## src/rtl/router_src_pkg.sv

```systemverilog
`default_nettype none
// ============================================================================
// Package  : router_src_pkg
// Brief    : Shared types, header field positions and FSM states for the
//            router source arbiter.
// Revision : 1.0
// ============================================================================
package router_src_pkg;

    localparam int c_nreq_default = 3;

    // Header byte layout: destination address in the low bits, payload length above
    localparam int c_addr_lsb = 0;
    localparam int c_addr_msb = 1;
    localparam int c_len_lsb  = 2;
    localparam int c_len_msb  = 7;
    localparam int c_len_w    = c_len_msb - c_len_lsb + 1;

    typedef logic [7:0]         byte_t;
    typedef logic [c_len_w-1:0] len_t;

    typedef enum logic [2:0] {
        ST_IDLE    = 3'd0,
        ST_HEADER  = 3'd1,
        ST_PAYLOAD = 3'd2,
        ST_PARITY  = 3'd3,
        ST_GAP     = 3'd4
    } state_t;

    function automatic len_t hdr_len(input byte_t hdr);
        return hdr[c_len_msb:c_len_lsb];
    endfunction

endpackage
`default_nettype wire

```

## src/rtl/rr_arbiter.sv

```systemverilog
`default_nettype none
// ============================================================================
// Module   : rr_arbiter
// Brief    : One-hot round-robin winner; search begins at index ptr.
// Revision : 1.0
// ============================================================================
module rr_arbiter
    import router_src_pkg::*;
#(
    parameter int NREQ  = c_nreq_default,
    parameter int PTR_W = 2
) (
    input  logic [NREQ-1:0]  req,
    input  logic [PTR_W-1:0] ptr,
    output logic [NREQ-1:0]  winner
);

    logic [2*NREQ-1:0] w_req_dbl;
    logic [2*NREQ-1:0] w_win_dbl;
    logic [NREQ-1:0]   w_req_rot;
    logic [NREQ-1:0]   w_win_rot;

    // Rotate so ptr lands on bit 0, take the lowest set bit, rotate back
    assign w_req_dbl = {req, req} >> ptr;
    assign w_req_rot = w_req_dbl[NREQ-1:0];
    assign w_win_rot = w_req_rot & (~w_req_rot + NREQ'(1));
    assign w_win_dbl = {w_win_rot, w_win_rot} << ptr;
    assign winner    = w_win_dbl[2*NREQ-1:NREQ];

endmodule
`default_nettype wire

```

## src/rtl/router_src_arb.sv

```systemverilog
`default_nettype none
// ============================================================================
// Module   : router_src_arb
// Brief    : Arbitrates byte-stream requesters onto one router source port,
//            framing header/payload and appending a parity byte per packet.
// Revision : 1.0
// ============================================================================
module router_src_arb
    import router_src_pkg::*;
#(
    parameter int NREQ = c_nreq_default
) (
    input  logic              clock,
    input  logic              reset,
    input  logic [NREQ-1:0]   req_vld,
    input  logic [NREQ*8-1:0] req_data,
    output logic [NREQ-1:0]   req_rdy,
    output logic [NREQ-1:0]   grant,
    output logic              pkt_vld,
    output logic [7:0]        din,
    input  logic              busy,
    input  logic              error,
    output logic              pkt_done,
    output logic              underrun,
    output logic              err_seen
);

    localparam int c_ptr_w = (NREQ > 1) ? $clog2(NREQ) : 1;

    state_t              r_state, w_state_nxt;
    logic [NREQ-1:0]     r_grant, w_grant_nxt;
    byte_t               r_din, w_din_nxt;
    logic                r_pkt_vld, w_pkt_vld_nxt;
    logic                r_pkt_done, w_pkt_done_nxt;
    logic [c_ptr_w-1:0]  r_ptr, w_ptr_nxt;
    len_t                r_len, w_len_nxt;
    len_t                r_cnt, w_cnt_nxt;
    byte_t               r_parity, w_parity_nxt;
    logic                r_abort, w_abort_nxt;
    logic                r_underrun, w_underrun_nxt;
    logic                r_err_seen;

    logic [NREQ-1:0]     w_winner;
    logic [c_ptr_w-1:0]  w_owner_idx;
    byte_t               w_owner_byte;
    logic                w_owner_vld;

    rr_arbiter #(
        .NREQ  (NREQ),
        .PTR_W (c_ptr_w)
    ) u_rr_arbiter (
        .req    (req_vld),
        .ptr    (r_ptr),
        .winner (w_winner)
    );

    // Select the current owner's lane from the one-hot grant
    always_comb begin
        w_owner_idx  = '0;
        w_owner_byte = '0;
        for (int i = 0; i < NREQ; i++) begin
            if (r_grant[i]) begin
                w_owner_idx  = c_ptr_w'(i);
                w_owner_byte = req_data[i*8 +: 8];
            end
        end
    end

    assign w_owner_vld = |(req_vld & r_grant);
    assign req_rdy     = (!busy && (r_state == ST_HEADER || r_state == ST_PAYLOAD))
                         ? r_grant : '0;

    always_comb begin
        w_state_nxt    = r_state;
        w_grant_nxt    = r_grant;
        w_din_nxt      = r_din;
        w_pkt_vld_nxt  = r_pkt_vld;
        w_pkt_done_nxt = 1'b0;
        w_ptr_nxt      = r_ptr;
        w_len_nxt      = r_len;
        w_cnt_nxt      = r_cnt;
        w_parity_nxt   = r_parity;
        w_abort_nxt    = r_abort;
        w_underrun_nxt = r_underrun;

        // A busy router freezes the whole packet engine, including underrun detection
        if (!busy) begin
            case (r_state)
                ST_IDLE: begin
                    if (|req_vld) begin
                        w_grant_nxt = w_winner;
                        w_state_nxt = ST_HEADER;
                    end
                end
                ST_HEADER: begin
                    if (w_owner_vld) begin
                        w_din_nxt     = w_owner_byte;
                        w_pkt_vld_nxt = 1'b1;
                        w_len_nxt     = hdr_len(w_owner_byte);
                        w_parity_nxt  = w_owner_byte;
                        w_cnt_nxt     = '0;
                        w_state_nxt   = (hdr_len(w_owner_byte) == '0) ? ST_PARITY : ST_PAYLOAD;
                    end
                end
                ST_PAYLOAD: begin
                    if (w_owner_vld) begin
                        w_din_nxt    = w_owner_byte;
                        w_parity_nxt = r_parity ^ w_owner_byte;
                        w_cnt_nxt    = r_cnt + len_t'(1);
                        if ((r_cnt + len_t'(1)) == r_len) begin
                            w_state_nxt = ST_PARITY;
                        end
                    end else begin
                        w_abort_nxt    = 1'b1;
                        w_underrun_nxt = 1'b1;
                        w_state_nxt    = ST_PARITY;
                    end
                end
                ST_PARITY: begin
                    // An aborted packet carries inverted parity so the sink rejects it
                    w_din_nxt      = r_abort ? ~r_parity : r_parity;
                    w_pkt_vld_nxt  = 1'b0;
                    w_pkt_done_nxt = 1'b1;
                    w_ptr_nxt      = (w_owner_idx == c_ptr_w'(NREQ - 1))
                                     ? '0 : w_owner_idx + c_ptr_w'(1);
                    w_state_nxt    = ST_GAP;
                end
                ST_GAP: begin
                    w_grant_nxt = '0;
                    w_abort_nxt = 1'b0;
                    w_state_nxt = ST_IDLE;
                end
                default: begin
                    w_state_nxt = ST_IDLE;
                end
            endcase
        end
    end

    always_ff @(posedge clock or posedge reset) begin
        if (reset) begin
            r_state    <= ST_IDLE;
            r_grant    <= '0;
            r_din      <= 8'h00;
            r_pkt_vld  <= 1'b0;
            r_pkt_done <= 1'b0;
            r_ptr      <= '0;
            r_len      <= '0;
            r_cnt      <= '0;
            r_parity   <= '0;
            r_abort    <= 1'b0;
            r_underrun <= 1'b0;
            r_err_seen <= 1'b0;
        end else begin
            r_state    <= w_state_nxt;
            r_grant    <= w_grant_nxt;
            r_din      <= w_din_nxt;
            r_pkt_vld  <= w_pkt_vld_nxt;
            r_pkt_done <= w_pkt_done_nxt;
            r_ptr      <= w_ptr_nxt;
            r_len      <= w_len_nxt;
            r_cnt      <= w_cnt_nxt;
            r_parity   <= w_parity_nxt;
            r_abort    <= w_abort_nxt;
            r_underrun <= w_underrun_nxt;
            r_err_seen <= r_err_seen | error;
        end
    end

    assign grant    = r_grant;
    assign din      = r_din;
    assign pkt_vld  = r_pkt_vld;
    assign pkt_done = r_pkt_done;
    assign underrun = r_underrun;
    assign err_seen = r_err_seen;

endmodule
`default_nettype wire

```

## config.mk

```make
export PLATFORM = sky130hd
export DESIGN_NAME = router_src_arb
export DESIGN_NICKNAME = d
export VERILOG_FILES = /design/src/rtl/router_src_pkg.sv /design/src/rtl/rr_arbiter.sv /design/src/rtl/router_src_arb.sv
export SDC_FILE = /design/constraint.sdc
export NUM_CORES = 1
export LEC_CHECK = 0
export CAP_MARGIN = 25
export CORE_MARGIN = 4
export CORE_UTILIZATION = 33
export CTS_BUF_LIST = sky130_fd_sc_hd__clkbuf_4 sky130_fd_sc_hd__clkbuf_8
export DETAILED_ROUTE_END_ITERATION = 8
export DONT_BUFFER_PORTS = 1
export PLACE_DENSITY = 0.51
export SLEW_MARGIN = 20
export SYNTH_ARGS = -nofsm -noshare
export SYNTH_HDL_FRONTEND = slang
export SYNTH_SLANG_ARGS = --single-unit
```

## constraint.sdc

```tcl
create_clock -name clock -period 2.3 [get_ports clock]
set_clock_uncertainty 0.05 [all_clocks]
set_input_delay 0.345 -clock clock [delete_from_list [all_inputs] [get_ports clock]]
set_output_delay 0.345 -clock clock [all_outputs]
set_load 0.01 [all_outputs]
```

=== Word-level counts from Yosys, hierarchy flattened ===
Index checks and enable logic that the tools add are counted.
Widths: inputs -> output; s select.

* Register bits: 41
* Bits in latches: 0
* Memory bits (writable): 0
* ROM bits: 0
* Input port bits: 31
* Output and inout port bits: 18
* Logic and storage cells: 88
* Memories: 0

* Add/subtract/negate cells: 3
* Multiply operators: 0
* Div/mod/pow operators: 0
* $lt $le $gt $ge: 0
* Equal/unequal tests: 12
* Shifts and indexed selects: 2
* Muxes and demuxes: 29
* Bitwise logic cells: 8
* Reduce and logical (&&, ||, !) cells: 22

{| class="wikitable"
|+ Operator list
! cell !! count
|-
| $mux 8 || 6
|-
| $pmux 8 s2 || 2
|-
| $mux 3 || 6
|-
| $reduce_and 3->1 || 6
|-
| $mux 6 || 2
|-
| $pmux 3 s4 || 1
|-
| $pmux 6 s2 || 1
|-
| $reduce_bool 2->1 || 5
|-
| $ne 2x2->1 const B || 4
|-
| $not 8->8 || 1
|-
| $reduce_and 4->1 || 2
|-
| $xor 8x8->8 || 1
|-
| $add 6x1->6 const B || 1
|-
| $and 3x3->3 || 2
|-
| $eq 3x2->1 const B || 2
|-
| $eq 6x6->1 || 1
|-
| $logic_not 6->1 || 1
|-
| $mux 1 || 6
|-
| $pmux 3 s2 || 1
|-
| $reduce_or 3->1 || 2
|-
| $shl 6x2->6 || 1
|-
| $shr 6x2->3 || 1
|-
| $mux 2 || 2
|-
| $pmux 1 s2 || 2
|-
| other kinds (16) || 17
|}

=== Logic depth before layout (Yosys ltp) ===
* Depth after elaboration: 7
* Gate-level depth with buffers: 7
* Mapped depth without buffers: 6

=== Modules after synthesis ===
From an unflattened synthesis, not the netlist that was laid out.

* Cells, all modules: 247
* Area, all modules: 2,346.0 um^2

{| class="wikitable"
|+ Modules (own cells, without submodules)
! module !! times used !! cells an instance !! area each (um^2)
|-
| router_src_arb || 1 || 237 || 2,274.7
|-
| rr_arbiter || 1 || 10 || 71.3
|}

=== Least setup slack after synthesis ===
No wires, ideal clock.

* Path type: register to register
* Start: register r_grant[0] (netlist: grant[0])
* End: register r_len[5]
* Arrival time: 1.944 ns
* Data required time: 2.125 ns
* Path slack: 0.181 ns
* Stages on the path, launching flop included: 7
* Buffers on the path: 2
* Clock period less this slack: 2.119 ns
* Cell sequence: dfrtp_1 buf_2 a222oi_1 nor3_1 nand3_2 buf_6 mux2_2

* Cells in the longest elaborated chain, start to end: 3

{| class="wikitable"
|+ Ends and longest elaborated chain
! element !! line !! RTL
|-
| start, declared || router_src_arb.sv:31 || <nowiki>logic [NREQ-1:0] r_grant, w_grant_nxt;</nowiki>
|-
| start signal, assigned || router_src_arb.sv:156 || <nowiki>r_grant <= w_grant_nxt;</nowiki>
|-
| $and 3x3->3 or $mux 8 (tied branches) || router_src_arb.sv:69, router_src_arb.sv:62 ||
|-
| $reduce_or 3->1 or $mux 8 (tied branches) || router_src_arb.sv:69, router_src_arb.sv:62 ||
|-
| $reduce_and 3->1 (no line) or $mux 8 (tied branches) || - ||
|-
| end signal, assigned || router_src_arb.sv:161 || <nowiki>r_len <= w_len_nxt;</nowiki>
|-
| end, declared || router_src_arb.sv:36 || <nowiki>len_t r_len, w_len_nxt;</nowiki>
|}

Parallel ways exist; a longest one is shown, timed or not.
A chain may end at the register's enable or synchronous reset.

=== Worst setup path after layout ===
* Start: register r_state[0]
* End: output req_rdy[0]

* Cells in the longest elaborated chain, start to end: 4

{| class="wikitable"
|+ Ends and longest elaborated chain
! element !! line !! RTL
|-
| start, declared || router_src_arb.sv:30 || <nowiki>state_t r_state, w_state_nxt;</nowiki>
|-
| start signal, assigned || router_src_arb.sv:155 || <nowiki>r_state <= w_state_nxt;</nowiki>
|-
| $eq 3x1->1 or $eq 3x2->1 (tied branches) || router_src_arb.sv:70 || <nowiki>assign req_rdy = (!busy && (r_state == ST_HEADER || r_state == ST_PAYLOAD))</nowiki>
|-
| $logic_or 1x1->1 * || router_src_arb.sv:70 ||
|-
| $logic_and 1x1->1 * || router_src_arb.sv:70 ||
|-
| $mux 3 * || router_src_arb.sv:71 || <nowiki>? r_grant : '0;</nowiki>
|-
| end, declared || router_src_arb.sv:17 || <nowiki>output logic [NREQ-1:0] req_rdy,</nowiki>
|}

Every way passes the cells marked *; elsewhere a longest branch is shown, timed or not.

==> flow_metrics.py <==
metrics = {
    "outcome": {
        "status": "completed",
    },
    "final_layout": {
        "final_nets": 294,
        "n_antenna_cell": 0,
        "ff_latch_area_mm2": 0.00103,
        "area_growth_pct": 10.9,
        "fin_area_mm2": 0.00254,
        "multi_input_area_mm2": 0.00116,
        "layout.cells.non_filler": 343,
        "fillers": 690,
        "layout-drive-gt1-share": 0.106,
        "utilization": 0.376,
    },
    "cts": {
        "htree_levels": 2,
        "cts_tree": "done",
        "cts.clk_slew.worst_paths_ns": 0.08,
        "numClockSinks": 41,
        "clock_path_buffers": 2,
        "postCtsSetupRepairBufs": 0,
        "clock_latency_ns": 0.29,
        "ctsHoldBuffers": 1,
        "cts_buffers": 5,
        "cts_root_buffer": "clkbuf_8",
        "post_cts_resized": 0,
    },
    "critical_path": {
        "start_kind": "flip-flop",
        "r2r-start": "r_cnt[0]",
        "end_kind": "primary output",
        "critical_path_class": "flip-flop to primary output",
        "cp.required_ns": 1.90,
        "cp_slowest_cell": "dfrtp_1",
        "r2r_slack_ns": 0.36,
        "cp_max_fo": 10,
        "worstRegToRegCells": 6,
        "r2r-end": "r_state[0]",
        "crit_chain": "xnor2_1, nor3_1, and2_1",
        "critPathMaxStageDelay_ns": 0.50,
        "crit_start": "r_state[0]",
        "setup.worst_path.end": "req_rdy[0]",
        "crit_arrival_ns": 1.62,
    },
    "synth": {
        "synthesis.area_mm2": 0.00229,
        "synth-edff-count": 0,
        "netlist_instances": 258,
        "yosysSeqAreaShare": 0.448,
        "synth_ff_type": "dfrtp_1",
        "ys_async_sr_fraction": 1.00,
        "synth_cell_types": 40,
        "synth_warnings": 0,
        "ys_ff_latch": 41,
        "synth_fp_nets": 290,
        "syn_avg_cell_area_um2": 8.88,
    },
    "power_and_ir_drop": {
        "p_switching_mw": 1.22,
        "power_frac_seq": 0.399,
        "p_int_mw": 1.89,
        "power_density_mw_per_mm2": 1220,
        "combinationalPowerShare": 0.403,
        "swShare": 0.393,
        "p_leak_nw": 1.04,
        "pwr-share-clk": 0.198,
        "power_mw": 3.11,
        "ir_worst_vdd_mv": 0.405,
    },
    "global_routing": {
        "track_usage": 0.141,
        "grt_start_max_net_pins": 25,
        "grt_antenna_before_repair": 0,
        "grt_pass1_vias": 1818,
        "overflow": 0,
        "grt_pass1_wl_um": 9360,
    },
    "timing": {
        "period_minus_slack_ns": 2.01,
        "finalSetupViolations": 0,
        "worstMarginPinSlew_ns": 0.733,
        "whs_ns": 0.113,
        "hold_violations": 0,
        "finalSetupTns_ns": 0,
        "max_slew_margin": 0.508,
        "grt_setup_unrepaired": "false",
        "max_freq_mhz": 497,
        "timing.final.crit_share": 0.875,
        "layout_setup_ws_ns": 0.288,
        "finalMaxSlewViolations": 0,
    },
    "placed_design": {
        "postPlaceCellArea_mm2": 0.00241,
        "gp_congestion": 0.784,
        "post-place-ws_ns": 0.358,
        "dpl.hpwl_um": 4080,
        "place_inst": 334,
        "portBuffers": 0,
    },
    "floorplan": {
        "die_w_um": 91.3,
        "die_area_mm2": 0.00834,
        "fp-row-count": 30,
        "core_area_mm2": 0.00676,
        "die_h_um": 91.3,
        "ios": 49,
        "start_util": 0.339,
    },
    "drt": {
        "route.detailed.drc": 0,
        "firstDrtPassIters": 4,
        "drt-initial-drc-count": 86,
        "via_count": 1800,
        "routedWlPerCell_um": 16.2,
        "wl_um": 5550,
        "drtAntennaViolNets": 0,
        "avgViaCountPerCell": 5.25,
    },
    "hold_path": {
        "hp-class": "input pin to flip-flop",
    },
    "flow_run": {
        "maxCapViolCount": 0,
    },
}
-- layout by cell type (no fill, tap or decap), types with 2 or more instances in the layout --
| cell type | instances |
|---|---|
| buf_4 | 9 |
| o2bb2ai_1 | 2 |
| nor2b_1 | 9 |
| and2_1 | 3 |
| xor2_1 | 11 |
| xnor2_1 | 15 |
| a22oi_1 | 2 |
| nor3_1 | 4 |
| a21oi_1 | 25 |
| nand2_1 | 37 |
| nand3_1 | 4 |
| o21ai_0 | 23 |
| nor2_1 | 15 |
| clkbuf_8 | 6 |
| nand2b_1 | 3 |
| o2111ai_1 | 2 |
| or4_1 | 2 |
| dfrtp_1 | 41 |
| nor3b_1 | 2 |
| o31ai_1 | 2 |
| o22ai_1 | 2 |
| nand3b_1 | 10 |
| inv_1 | 8 |
| nor4_1 | 2 |
| mux2_2 | 6 |
-- cells by family after synthesis --
group           count (synthesis)  share of synthesized area
simple gates                   96                      0.210
compound gates                 65                      0.164
flops                          41                      0.448
xor+xnor                       26                     0.0993
buf+inv                        23                     0.0442
mux                             6                     0.0295
fa+ha+maj                       1                    0.00546
-- critical path, delay by kind of cell (launching register included) --
| family | cells | cell delay [ns] |
|---|---|---|
| AND/OR/NAND/NOR | 2 | 0.63 |
| flip-flops | 1 | 0.50 |
| XOR/XNOR | 1 | 0.19 |
-- metal layers --
metal / share of wire / up-vias / GRT usage
met4: 0.011 / 0 / 0.0377
li1: - / 890 / -
met5: 0 / - / 0
met3: 0.043 / 7 / 0.0381
met2: 0.47 / 38 / 0.226
met1: 0.48 / 865 / 0.187
-- final cells by class --
class,count,share of cell area
Multi-Input combinational cell,194,0.458
Sequential cell,41,0.404
Tap cell,80,0.0394
Timing Repair Buffer,11,0.0384
Clock buffer,7,0.0354
Inverter,9,0.0133
Clock inverter,1,0.0118
-- power by group through the flow --
stage          clock, mW  sequential [mW]  combinational [mW]
3_3_place_gp           0             1.25                1.24
3_5_place_dp           0             1.26                1.26
6_report           0.614             1.24                1.25
4_1_cts            0.632             1.24                1.27
2_1_floorplan          0             1.16                1.02
5_1_grt            0.662             1.28                1.43
-- state kept, by name (all words and copies together), names as in the netlist --
signal    flops
r_abort       1
pkt_vld       1
r_cnt         6
din           8
grant         3
underrun      1
r_state       3
err_seen      1
r_parity      8
pkt_done      1
r_len         6
r_ptr         2
-- synth_stat cells (2+ instances only) --
cell / instances / area share
a21oi_1: 25 / 0.055
xnor2_1: 15 / 0.057
nor3b_1: 2 / 0.0065
nand2b_1: 3 / 0.0082
nor3_1: 4 / 0.0087
nand3_1: 4 / 0.0087
o2bb2ai_1: 2 / 0.0076
nor2b_1: 9 / 0.025
o22ai_1: 2 / 0.0055
nor2_1: 15 / 0.025
nand3b_1: 10 / 0.033
and2_1: 3 / 0.0082
mux2_2: 6 / 0.029
inv_1: 9 / 0.015
clkbuf_1: 9 / 0.015
o2111ai_1: 2 / 0.0076
xor2_1: 11 / 0.042
buf_2: 3 / 0.0065
nand2_1: 37 / 0.061
nor4_1: 2 / 0.0055
o31ai_1: 2 / 0.0065
dfrtp_1: 41 / 0.45
or4_1: 2 / 0.0065
o21ai_0: 23 / 0.050
a22oi_1: 2 / 0.0065
-- worst min path at each step --
stage,from,endpoint,slack [ns],depth (start not counted)
2_1_floorplan,error,err_seen,0.41,1
3_3_place_gp,reset,r_cnt[2],0.25,1
3_5_place_dp,reset,r_cnt[2],0.26,1
4_1_cts,error,err_seen,0.11,1
5_1_grt,error,err_seen,0.11,1
6_report,error,err_seen,0.11,1
No activity file was read; power rests on OpenSTA's default activity.
